`config.mk`:
```
export PLATFORM = sky130hd
export DESIGN_NAME = vga_timing_param_flat
export DESIGN_NICKNAME = d
export VERILOG_FILES = /design/src/rtl/vga_timing_param_if.sv /design/src/rtl/vga_timing_param.sv /design/src/flat_wrapper.sv
export SDC_FILE = /design/constraint.sdc
export NUM_CORES = 1
export LEC_CHECK = 0
export ABC_AREA = 1
export BUFFER_PORTS_ARGS = -buffer_cell sky130_fd_sc_hd__buf_2
export CORE_UTILIZATION = 48
export DETAILED_ROUTE_END_ITERATION = 12
export PLACE_DENSITY = 0.75
export SYNTH_ARGS = -nofsm -noshare
export SYNTH_HDL_FRONTEND = slang
export SYNTH_SLANG_ARGS = --single-unit
export TNS_END_PERCENT = 50
```
`constraint.sdc`:
```
create_clock -name clk -period 1.58 [get_ports clk]
set_clock_uncertainty 0.05 [all_clocks]
set_input_delay 0.079 -clock clk [delete_from_list [all_inputs] [get_ports clk]]
set_output_delay 0.079 -clock clk [all_outputs]
set_load 0.05 [all_outputs]
```
`src/rtl/vga_timing_param_if.sv`:
```
// Pixel-request bus: the timing core publishes the coordinate, the source returns its colour.
// Latency/backpressure: none; colour must be valid while the coordinate is driven.
interface vga_timing_param_if #(
    parameter int COLOR_W = 4,
    parameter int X_W     = 10,
    parameter int Y_W     = 10
);
    logic               pix_req;
    logic [X_W-1:0]     pix_x;
    logic [Y_W-1:0]     pix_y;
    logic [COLOR_W-1:0] pix_r;
    logic [COLOR_W-1:0] pix_g;
    logic [COLOR_W-1:0] pix_b;

    modport master (
        output pix_req, pix_x, pix_y,
        input  pix_r, pix_g, pix_b
    );

    modport slave (
        input  pix_req, pix_x, pix_y,
        output pix_r, pix_g, pix_b
    );
endinterface

```
`src/rtl/vga_timing_param.sv`:
```
// Parametrised VGA timing generator with pixel-request bus and built-in test patterns.
// Latency: pins lag pix_x/pix_y by one pixel period (CLK_DIV clks); backpressure: none, free-running.
module vga_timing_param #(
    parameter int   CLK_DIV    = 2,
    parameter int   COLOR_W    = 4,
    parameter int   H_ACTIVE   = 640,
    parameter int   H_FP       = 16,
    parameter int   H_SYNC     = 96,
    parameter int   H_BP       = 48,
    parameter int   V_ACTIVE   = 480,
    parameter int   V_FP       = 10,
    parameter int   V_SYNC     = 2,
    parameter int   V_BP       = 33,
    parameter logic HSYNC_POL  = 1'b0,
    parameter logic VSYNC_POL  = 1'b0,
    parameter int   X_W        = 10,
    parameter int   Y_W        = 10,
    parameter int   CHECK_LOG2 = 5
) (
    input  logic               clk,
    input  logic               resetbutton,
    input  logic [1:0]         mode,
    vga_timing_param_if.master pix,
    output logic [COLOR_W-1:0] vga_red,
    output logic [COLOR_W-1:0] vga_green,
    output logic [COLOR_W-1:0] vga_blue,
    output logic               vga_hsync,
    output logic               vga_vsync,
    output logic               frame_start
);
    localparam int H_TOTAL  = H_ACTIVE + H_FP + H_SYNC + H_BP;
    localparam int V_TOTAL  = V_ACTIVE + V_FP + V_SYNC + V_BP;
    localparam int HS_START = H_ACTIVE + H_FP;
    localparam int HS_END   = H_ACTIVE + H_FP + H_SYNC;
    localparam int VS_START = V_ACTIVE + V_FP;
    localparam int VS_END   = V_ACTIVE + V_FP + V_SYNC;
    localparam int BAR_W    = H_ACTIVE / 8;
    localparam int DIV_W    = (CLK_DIV > 1) ? $clog2(CLK_DIV) : 1;

    logic [DIV_W-1:0]   divcnt;
    logic               pe;
    logic [X_W-1:0]     hcnt;
    logic [Y_W-1:0]     vcnt;
    logic [1:0]         mode_q;
    logic               origin;
    logic               active;
    logic [2:0]         bar;
    logic               hs_nxt;
    logic               vs_nxt;
    logic [COLOR_W-1:0] r_nxt;
    logic [COLOR_W-1:0] g_nxt;
    logic [COLOR_W-1:0] b_nxt;

    // With CLK_DIV=1 divcnt never leaves 0, so pe is held high.
    assign pe     = (divcnt == DIV_W'(CLK_DIV - 1));
    assign origin = (hcnt == '0) && (vcnt == '0);
    assign active = (int'(hcnt) < H_ACTIVE) && (int'(vcnt) < V_ACTIVE);

    assign pix.pix_x   = hcnt;
    assign pix.pix_y   = vcnt;
    assign pix.pix_req = active;

    always_ff @(posedge clk or negedge resetbutton) begin
        if (!resetbutton) begin
            divcnt <= '0;
        end else if (pe) begin
            divcnt <= '0;
        end else begin
            divcnt <= divcnt + 1'b1;
        end
    end

    always_ff @(posedge clk or negedge resetbutton) begin
        if (!resetbutton) begin
            hcnt   <= '0;
            vcnt   <= '0;
            mode_q <= 2'd0;
        end else if (pe) begin
            if (hcnt == X_W'(H_TOTAL - 1)) begin
                hcnt <= '0;
                if (vcnt == Y_W'(V_TOTAL - 1)) begin
                    vcnt <= '0;
                end else begin
                    vcnt <= vcnt + 1'b1;
                end
            end else begin
                hcnt <= hcnt + 1'b1;
            end
            // Pattern only switches on a frame boundary to avoid a torn frame.
            if (origin) begin
                mode_q <= mode;
            end
        end
    end

    always_comb begin
        bar = 3'd0;
        for (int k = 1; k < 8; k++) begin
            if (int'(hcnt) >= k * BAR_W) begin
                bar = 3'(k);
            end
        end
    end

    always_comb begin
        hs_nxt = ((int'(hcnt) >= HS_START) && (int'(hcnt) < HS_END)) ? HSYNC_POL : ~HSYNC_POL;
        vs_nxt = ((int'(vcnt) >= VS_START) && (int'(vcnt) < VS_END)) ? VSYNC_POL : ~VSYNC_POL;
        r_nxt  = '0;
        g_nxt  = '0;
        b_nxt  = '0;
        if (active) begin
            case (mode_q)
                2'd0: begin
                    r_nxt = pix.pix_r;
                    g_nxt = pix.pix_g;
                    b_nxt = pix.pix_b;
                end
                2'd1: begin
                    r_nxt = {COLOR_W{~bar[1]}};
                    g_nxt = {COLOR_W{~bar[2]}};
                    b_nxt = {COLOR_W{~bar[0]}};
                end
                2'd2: begin
                    if (hcnt[CHECK_LOG2] ^ vcnt[CHECK_LOG2]) begin
                        r_nxt = '1;
                        g_nxt = '1;
                        b_nxt = '1;
                    end
                end
                default: begin
                    r_nxt = hcnt[COLOR_W+3:4];
                    g_nxt = vcnt[COLOR_W+3:4];
                end
            endcase
        end
    end

    always_ff @(posedge clk or negedge resetbutton) begin
        if (!resetbutton) begin
            vga_red     <= '0;
            vga_green   <= '0;
            vga_blue    <= '0;
            vga_hsync   <= ~HSYNC_POL;
            vga_vsync   <= ~VSYNC_POL;
            frame_start <= 1'b0;
        end else begin
            // Evaluated every clk so the pulse is one clk wide whatever CLK_DIV is.
            frame_start <= pe && origin;
            if (pe) begin
                vga_red   <= r_nxt;
                vga_green <= g_nxt;
                vga_blue  <= b_nxt;
                vga_hsync <= hs_nxt;
                vga_vsync <= vs_nxt;
            end
        end
    end
endmodule
```
`src/flat_wrapper.sv`:
```
// flat-port wrapper written by rule: the top's interface ports become plain ports
module vga_timing_param_flat 
#(
    parameter int   CLK_DIV    = 2,
    parameter int   COLOR_W    = 4,
    parameter int   H_ACTIVE   = 640,
    parameter int   H_FP       = 16,
    parameter int   H_SYNC     = 96,
    parameter int   H_BP       = 48,
    parameter int   V_ACTIVE   = 480,
    parameter int   V_FP       = 10,
    parameter int   V_SYNC     = 2,
    parameter int   V_BP       = 33,
    parameter logic HSYNC_POL  = 1'b0,
    parameter logic VSYNC_POL  = 1'b0,
    parameter int   X_W        = 10,
    parameter int   Y_W        = 10,
    parameter int   CHECK_LOG2 = 5
)
  (clk, resetbutton, mode, vga_red, vga_green, vga_blue, vga_hsync, vga_vsync, frame_start, pix_pix_req, pix_pix_x, pix_pix_y, pix_pix_r, pix_pix_g, pix_pix_b);
  vga_timing_param_if #(.COLOR_W(COLOR_W), .X_W(X_W), .Y_W(Y_W)) pix_i ();
  input  logic clk;
  input  logic resetbutton;
  input  logic [1:0] mode;
  output logic [COLOR_W-1:0] vga_red;
  output logic [COLOR_W-1:0] vga_green;
  output logic [COLOR_W-1:0] vga_blue;
  output logic vga_hsync;
  output logic vga_vsync;
  output logic frame_start;
  output wire logic [$bits(pix_i.pix_req)-1:0] pix_pix_req;
  output wire logic [$bits(pix_i.pix_x)-1:0] pix_pix_x;
  output wire logic [$bits(pix_i.pix_y)-1:0] pix_pix_y;
  input wire logic [$bits(pix_i.pix_r)-1:0] pix_pix_r;
  input wire logic [$bits(pix_i.pix_g)-1:0] pix_pix_g;
  input wire logic [$bits(pix_i.pix_b)-1:0] pix_pix_b;
  assign pix_pix_req = pix_i.pix_req;
  assign pix_pix_x = pix_i.pix_x;
  assign pix_pix_y = pix_i.pix_y;
  assign pix_i.pix_r = pix_pix_r;
  assign pix_i.pix_g = pix_pix_g;
  assign pix_i.pix_b = pix_pix_b;
  vga_timing_param #(.CLK_DIV(CLK_DIV), .COLOR_W(COLOR_W), .H_ACTIVE(H_ACTIVE), .H_FP(H_FP), .H_SYNC(H_SYNC), .H_BP(H_BP), .V_ACTIVE(V_ACTIVE), .V_FP(V_FP), .V_SYNC(V_SYNC), .V_BP(V_BP), .HSYNC_POL(HSYNC_POL), .VSYNC_POL(VSYNC_POL), .X_W(X_W), .Y_W(Y_W), .CHECK_LOG2(CHECK_LOG2)) u_core (.clk(clk), .resetbutton(resetbutton), .mode(mode), .pix(pix_i), .vga_red(vga_red), .vga_green(vga_green), .vga_blue(vga_blue), .vga_hsync(vga_hsync), .vga_vsync(vga_vsync), .frame_start(frame_start));
endmodule
```
==> summary.txt, run 1 <==
Worst setup path
  – Worst setup path start: u_core.pix.pix_x[5]
  – Cells along the critical path: clkinvlp_4 -> a21oi_1 -> o211ai_2 -> buf_4 -> and2_4 -> nand2_1 -> nand3_1 -> nand2_1
  – Critical-path top delay cell: dfrtp_2
  – Reg-to-Reg Start: u_core.pix.pix_x[5]
  – Worst path required time: ~1.8 ns
  – Worst Setup End Kind: flip-flop
  – Crit-path max FO: 7
  – Worst Setup Start Kind: flip-flop
  – Reg2reg setup slack: ~0.0084 ns
  – Crit path DAT: 1.77 ns
  – CP most frequent cell: nand2_1
  – Setup Crit Path Kind: flip-flop to flip-flop
  – Critical Path Max Stage Delay: roughly 0.45 ns

CTS
  – Clk Tree Root Cell: clkbuf_8
  – Clock transition at path regs: 0.09 ns
  – CTS tree: yes
  – Cts bufs inserted: 5
  – CTS max path bufs: 2
  – H-tree levels: 2
  – Sink Count: 38
  – Worst-Skew Late Latency: 0.30 ns

STA
  – # setup viols final: 0
  – Final period utilization: 0.9947
  – RSZ-0062 raised after global routing: true
  – Crit path time final: about 1.6 ns
  – Max_slew headroom: 0.6757
  – Fmax: 636.3 MHz
  – Endpoints failing hold: 0
  – Final slew viol count: 0
  – Slew at the pin closest to its max-slew limit: between 0.4 and 0.5 ns

Die
  – DIE WIDTH: 70.14 um
  – Core area: 4414 um^2
  – IO Count: 52
  – Initial Util: 0.5048
  – Row count: 24
  – Die height: 70.14 um
  – Die ar.: 4919 um^2

Yosys
  – Synth Instances: 288
  – Ys async rst share: 1.000
  – YS warnings: 0
  – Number of synthesized flops with an enable pin: 0
  – Post-synth cell types: 39
  – Sequential share of the synthesized area: 0.4278
  – Avg Cell Area, Syn: 7.737 um^2
  – Post-Syn Area: between 2000 and 2500 um^2
  – Seq cells post-synth: 38
  – Dominant synthesized flop cell: dfrtp_1
  – Syn nets: slightly above 300

Power and ir drop
  – Internal power: ~1.7 mW
  – Leak Pwr: 1.619 nW
  – Combinational share of power: 0.106
  – Switch Pwr: about 570 uW
  – Power, Total: approximately 2.3 mW
  – VDD IR max: 0.0004319 V
  – Sw Share: 0.2455
  – Power Dens Cells: about 740 nW/um^2
  – Flop pwr share: 0.439
  – Clock network fraction of total power: 0.454

Worst hold path
  – Min-delay src: pix_pix_b[2]
  – HP Class: primary input to flip-flop

Finish
  – Filler cell count: ~350
  – NumNets Final: 404
  – Fin cells: 437
  – Synthesis-to-finish area growth: 40.65%
  – Commonest non-fill, non-tap cell in the layout: nand2_1
  – Layout cells sized above 1: 0.4364
  – Commonest cells after routing, fill and taps aside: nand2_1 (75), buf_2 (50), buf_4 (41)
  – N_diodes: 0

Place
  – IO Port Bufs: slightly above 50
  – HPWL after DPL: 4211 um
  – DP Cell Count: 412
  – RePlAce Congestion: 0.9344

Drt
  – DR iter-0 viols: 159
  – Drt first pass iters: 4
  – ANT nets after route: 0
  – Via count: 2322
  – Residual DRC count: 0
  – Drt wl/cell: 13.79 um
  – Vias per inst: 5.314
  – WL final: 6025 um

Global route
  – Global route total overflow: 0
  – Vias in the first global route: 2106
  – Initial antenna violation count: 0
  – Largest net degree at the start of global routing: 39
  – First-pass GRT wire length: 9591 um
  – Global Route Usage Sum: 0.2450

Run status
  – Status: completed

Run
  – Max Cap Violations: 0
==> registers in the layout (all words and copies together) (netlist names) <==
name	cells
u_core.pix.pix_x	10
u_core.pix.pix_y	10
u_core.vga_blue	4
u_core.vga_green	4
u_core.vga_red	4
u_core.mode_q	2
u_core.divcnt	1
u_core.frame_start	1
u_core.vga_hsync	1
u_core.vga_vsync	1
==> cells in the mapped netlist (all sizes together), types with 2 or more instances <==
| master | count | area [um^2] |
|---|---|---|
| nand2 | 82 | 317.8 |
| dfrtp | 36 | 900.9 |
| inv | 34 | 127.6 |
| nor2 | 26 | 125.1 |
| nand3 | 21 | 115.1 |
| a21oi | 16 | 80.08 |
| o21ai | 12 | 63.81 |
| nand4 | 10 | 75.07 |
| nor3 | 10 | 60.06 |
| o211ai | 6 | 50.05 |
| nor4 | 5 | 31.28 |
| xor2 | 5 | 43.79 |
| buf | 4 | 28.78 |
| ha | 4 | 50.05 |
| clkbuf | 3 | 11.26 |
| a21boi | 2 | 18.77 |
| and2 | 2 | 15.02 |
| dfstp | 2 | 52.55 |
| o22ai | 2 | 12.51 |
==> metrics by stage <==
stage	utilization	hold WS [ns]	setup WS, ns	instance area, um^2	setup TNS, ns
after global placement	0.6261	0.1091	0.03850	2764	0
after global routing	0.7100	0.06428	-0.1567	3134	-1.656
after CTS	0.6800	0.02694	0.008818	3002	0
after detailed placement	0.6261	0.1155	-0.02085	2764	-0.02085
after floorplan	-	-0.2666	-0.1248	2278	-0.5348
final	0.7100	0.02473	0.008366	3134	0
==> kinds of logic (layout without fill, tap and decap cells) <==
family | count (synthesis) | after routing | synth area share
and+or+nand+nor | 157 | 157 | 0.3375
buffers and inverters | 42 | 139 | 0.07692
xor gates and xnor gates | 6 | 6 | 0.02358
adders and majority gates | 4 | 4 | 0.02246
DFF | 38 | 38 | 0.4278
AOI/OAI and AO/OA | 41 | 41 | 0.1117
==> power by group through the flow <==
stage	logic, mW	clock network (mW)	registers, mW
final	0.245	1.05	1.02
after global routing	0.265	1.09	1.02
after CTS	0.246	1.06	1.02
after detailed placement	0.240	0	1.03
after global placement	0.238	0	1.03
after floorplan	0.0632	0	1.13
==> path summary, 6_finish.rpt <==
path / to / depth (start not counted)
setup / recovery: u_core.vga_red[0] / 8
hold / removal: u_core.vga_blue[2] / 5
setup reg to reg: u_core.vga_red[0] / 8
hold reg to reg: u_core.vga_red[3] / 2
max in group asynchronous: u_core.pix.pix_x[0] / 3
min in group asynchronous: u_core.vga_red[3] / 3
==> layer usage <==
layer,GRT usage,vias to the layer above,part of all wire
met2,0.4017,75,0.49
li1,-,1145,-
met1,0.3246,1092,0.45
met3,0.04329,10,0.048
met5,0,-,0
met4,0.08889,0,0.014
==> worst max-delay path, delay by kind of cell, from the launching register on <==
family          cells  cell delay, ns
simple gates        4            0.34
compound gates      2            0.32
buf+inv             2            0.37
flops               1            0.45
==> cell type report <==
| class | count | area [um^2] | share of cell area |
|---|---|---|---|
| flip-flops and latches | 38 | 977.2 | 0.3118 |
| clock inverters | 2 | 60.06 | 0.01916 |
| repair buffers | 96 | 610.6 | 0.1948 |
| inverters | 35 | 135.1 | 0.04311 |
| multi-input cells | 208 | 1204 | 0.3840 |
| clock buffers | 6 | 82.58 | 0.02635 |
| well taps | 52 | 65.06 | 0.02076 |
==> what timing repair did <==
action / 4_1_cts / 5_1_grt
setup buffers: 7 / 7
endpoints found under the hold margin: 38 / 0
hold buffers: 3 / 0
endpoints found under the setup margin: 3 / 24
gates resized for setup: 4 / 21
pin swaps: 2 / 11
(Power assumes the default switching activity.)
==> inputs of run 2 (changes only) <==
- ABC_AREA: 1 -> 0
- PLACE_DENSITY: 0.75 -> 0.76
==> run 2 against run 1 <==
- the flow now finishes with violations (setup timing)
- die area fell by 5.0%
- global-route usage is 4.1 points higher
- via count shrank 6.9%
- flip-flop and latch count is the same
- synthesized cell count fell by 20%
- core utilization increased by 6.5 points
- critical path depth down 3
==> summary.txt, run 2 <==
STA
  – Final period utilization: 1.222 (+0.2270)
  – Final slew viol count: 0 (unchanged)
  – Crit path time final: 1.930 ns (+0.3587 ns)
  – # setup viols final: 21 (+21)
  – RSZ-0062 raised after global routing: true
  – Endpoints failing hold: 0 (unchanged)
  – Max_slew headroom: 0.6750 (about the same)
  – Fmax: 518.1 MHz (-19%)
  – Final WS setup: -0.3503 ns (-0.3587 ns)
  – Slew at the pin closest to its max-slew limit: 0.4875 ns (+0.0009958 ns)

Yosys
  – Avg Cell Area, Syn: 9.154 um^2 (+18%)
  – Dominant synthesized flop cell: dfrtp_1
  – Top-count cell post-synth: dfrtp_1
  – YS warnings: 0 (unchanged)
  – Seq cells post-synth: 38 (unchanged)
  – Syn nets: 251 (-19%)
  – Sequential share of the synthesized area: 0.4509 (+0.02304)
  – Number of synthesized flops with an enable pin: 0 (unchanged)
  – Ranking of synthesized cells by area: dfrtp_1 (43%), o21ai_0 (5.2%), nand2_1 (3.7%), xnor2_1 (3.7%), nor2_1 (3.6%)
  – Top-area cell type share of the netlist area: 0.4260 (+0.02177)
  – Post-synth cell types: 42 (+7.7%)
  – Area leader, netlist: dfrtp_1
  – Synth Instances: 231 (-20%)
  – Ys async rst share: 1.000 (unchanged)
  – Top post-synthesis cells by count: dfrtp_1 (36), o21ai_0 (22), nand2_1 (21), nor2_1 (20)
  – Post-Syn Area: 2115 um^2 (-5.1%)

Finish
  – NumNets Final: 348 (-14%)
  – FF+latch area: 970.9 um^2 (-0.64%)
  – Commonest cells after routing, fill and taps aside: buf_2 (50), buf_4 (39), dfrtp_1 (22)
  – Fin cells: 379 (-13%)
  – Layout cells sized above 1: 0.5228 (+0.08643)
  – N_diodes: 0 (unchanged)
  – Filler cell count: 276 (-20%)
  – Area of the multi-input gates: 1262 um^2 (+4.9%)
  – Synthesis-to-finish area growth: 50.83%
  – Commonest non-fill, non-tap cell in the layout: buf_2

Drt
  – ANT nets after route: 0 (unchanged)
  – Vias per inst: 5.702 (+7.3%)
  – Drt wl/cell: 16.91 um (+23%)
  – WL final: 6407 um (+6.3%)
  – Drt first pass iters: 4 (unchanged)
  – Residual DRC count: 0 (unchanged)
  – DR iter-0 viols: 165 (+3.8%)
  – Via count: 2161 (-6.9%)

CTS
  – Clk Tree Root Cell: clkbuf_8
  – Sink Count: 38 (unchanged)
  – Cts bufs inserted: 5 (unchanged)
  – Clock transition at path regs: 0.08 ns (about the same)
  – CTS tree: yes
  – Worst-Skew Late Latency: 0.30 ns (about the same)
  – CTS max path bufs: 2 (unchanged)
  – H-tree levels: 2 (unchanged)

Worst setup path
  – Crit-path max FO: 3 (-4)
  – Worst Setup Start Kind: flip-flop
  – Worst Setup End Kind: flip-flop
  – Worst path required time: 1.71 ns (-0.07 ns)
  – Setup Crit Path Kind: flip-flop to flip-flop
  – Crit path DAT: 2.06 ns (+0.29 ns)

Power and ir drop
  – Power Dens Cells: 650.7 nW/um^2 (-12%)
  – Leak Pwr: 1.492 nW (-7.9%)
  – VDD IR max: 0.0004340 V (+0.48%)

Die
  – DIE WIDTH: 68.37 um (-2.5%)
  – Die ar.: 4674 um^2 (-5.0%)
  – Row count: 23 (-4.2%)
  – Initial Util: 0.5138 (+0.009015)
  – Core area: 4115 um^2 (-6.8%)
  – Die height: 68.37 um (-2.5%)
  – IO Count: 52 (unchanged)

Worst hold path
  – HP Class: primary input to flip-flop

Place
  – IO Port Bufs: 51 (unchanged)
  – HPWL after DPL: 4019 um (-4.5%)
  – DP Cell Count: 359 (-13%)
  – RePlAce Congestion: 0.7784 (-17%)
  – Worst slack, placed: -0.3504 ns (-0.3296 ns)

Run status
  – Status: complete, but fails checks
  – Failing checks: setup timing

Global route
  – Initial antenna violation count: 0 (unchanged)
  – M3 GR Usage: 0.05167 (+0.008377)
  – Vias in the first global route: 2033 (-3.5%)
  – Global route total overflow: 0 (unchanged)
  – Met2 GRT Util: 0.5159 (+0.1142)
  – Largest net degree at the start of global routing: 39 (unchanged)
  – Global Route Usage Sum: 0.2861 (+0.04113)
  – Routing usage on met1: 0.3417 (+0.01712)
  – First-pass GRT wire length: 9618 um (+0.28%)
  – GR peak layer: met2

Run
  – Max Cap Violations: 0 (unchanged)
[run 2: cell count changes after synthesis, sizes merged, moves of 6 or more]
cell	before	now
nand3	21	14
o211ai	6	0
nand2	82	21
xnor2	1	9
nor2	26	20
o21ai	12	22
a21oi	16	10
inv	34	14
[run 2: layer usage]
metal / part of all wire / routed length, um / up-vias
li1: - / - / 1009
met1: 0.41 / 2634 / 1086
met2: 0.54 / 3447 / 54
met3: 0.034 / 217 / 12
met4: 0.017 / 108 / 0
met5: 0 / 0 / -
[run 2: worst max-delay path: stages (launching register included)]
cell and delay (ns):
dfrtp_2 0.42, nor4_2 0.30, and3_1 0.23, nand4b_1 0.22, nor3_4 0.29, mux2_4 0.32
[run 2: power by group]
part / leakage, nW / total (mW) / switching [mW] / internal [mW]
registers: 0.460 / 1.01 / 0.0155 / 0.999
clock network: 0.0579 / 0.824 / 0.359 / 0.465
logic: 0.974 / 0.237 / 0.164 / 0.0728
[run 2: what timing repair did]
item / CTS / global route
hold buffers: 3 / 0
endpoints found under the setup margin: 29 / 30
hold endpoints to repair: 38 / 0
pin swaps: 18 / 19
gates resized for setup: 48 / 28
setup buffers: 7 / 7
[run 2: logic make-up (layout without fill, tap and decap cells)]
| family | count (synthesis) | count (layout) | share of synthesized area |
|---|---|---|---|
| adders and majority gates | 6 | 6 | 0.03314 |
| muxes | 2 | 2 | 0.01065 |
| AOI/OAI and AO/OA | 54 | 54 | 0.1586 |
| and+or+nand+nor | 89 | 89 | 0.2373 |
| DFF | 38 | 38 | 0.4509 |
| buffers and inverters | 29 | 127 | 0.05562 |
| xor gates and xnor gates | 13 | 13 | 0.05385 |
[run 2: cell type report]
class                      instances  area share
inverter                          14     0.01648
timing repair buffer             105      0.2295
sequential                        38      0.3044
multi-input combinational        164      0.3958
clock inverter                     3     0.01255
clock buffer                       5     0.02158
tap                               50     0.01962
[run 2: stage by stage]
step | total power [mW] | area, um^2 | util | hold slack [ns] | setup TNS (ns)
after floorplan | 1.172 | 2211 | - | -0.2666 | -4.456
after global placement | 1.251 | 2738 | 0.6652 | 0.1033 | -2.374
after detailed placement | 1.255 | 2738 | 0.6652 | 0.1060 | -3.294
after CTS | 2.079 | 3079 | 0.7483 | 0.02197 | -1.797
after global routing | 2.148 | 3189 | 0.7750 | 0.04758 | -3.863
final | 2.075 | 3189 | 0.7750 | 0.03545 | -2.495
[run 2: worst paths after layout]
kind / end / slack [ns] / from / depth (start not counted)
min in group asynchronous: u_core.pix.pix_x[5] / 0.31 / resetbutton / 3
max reg2reg: u_core.mode_q[1] / -0.35 / u_core.pix.pix_x[3] / 5
max in group asynchronous: u_core.pix.pix_x[0] / 0.80 / resetbutton / 3
min reg2reg: u_core.vga_red[0] / 0.44 / u_core.vga_red[0] / 1
min: u_core.vga_red[2] / 0.04 / pix_pix_r[2] / 3
max: u_core.mode_q[1] / -0.35 / u_core.pix.pix_x[3] / 5
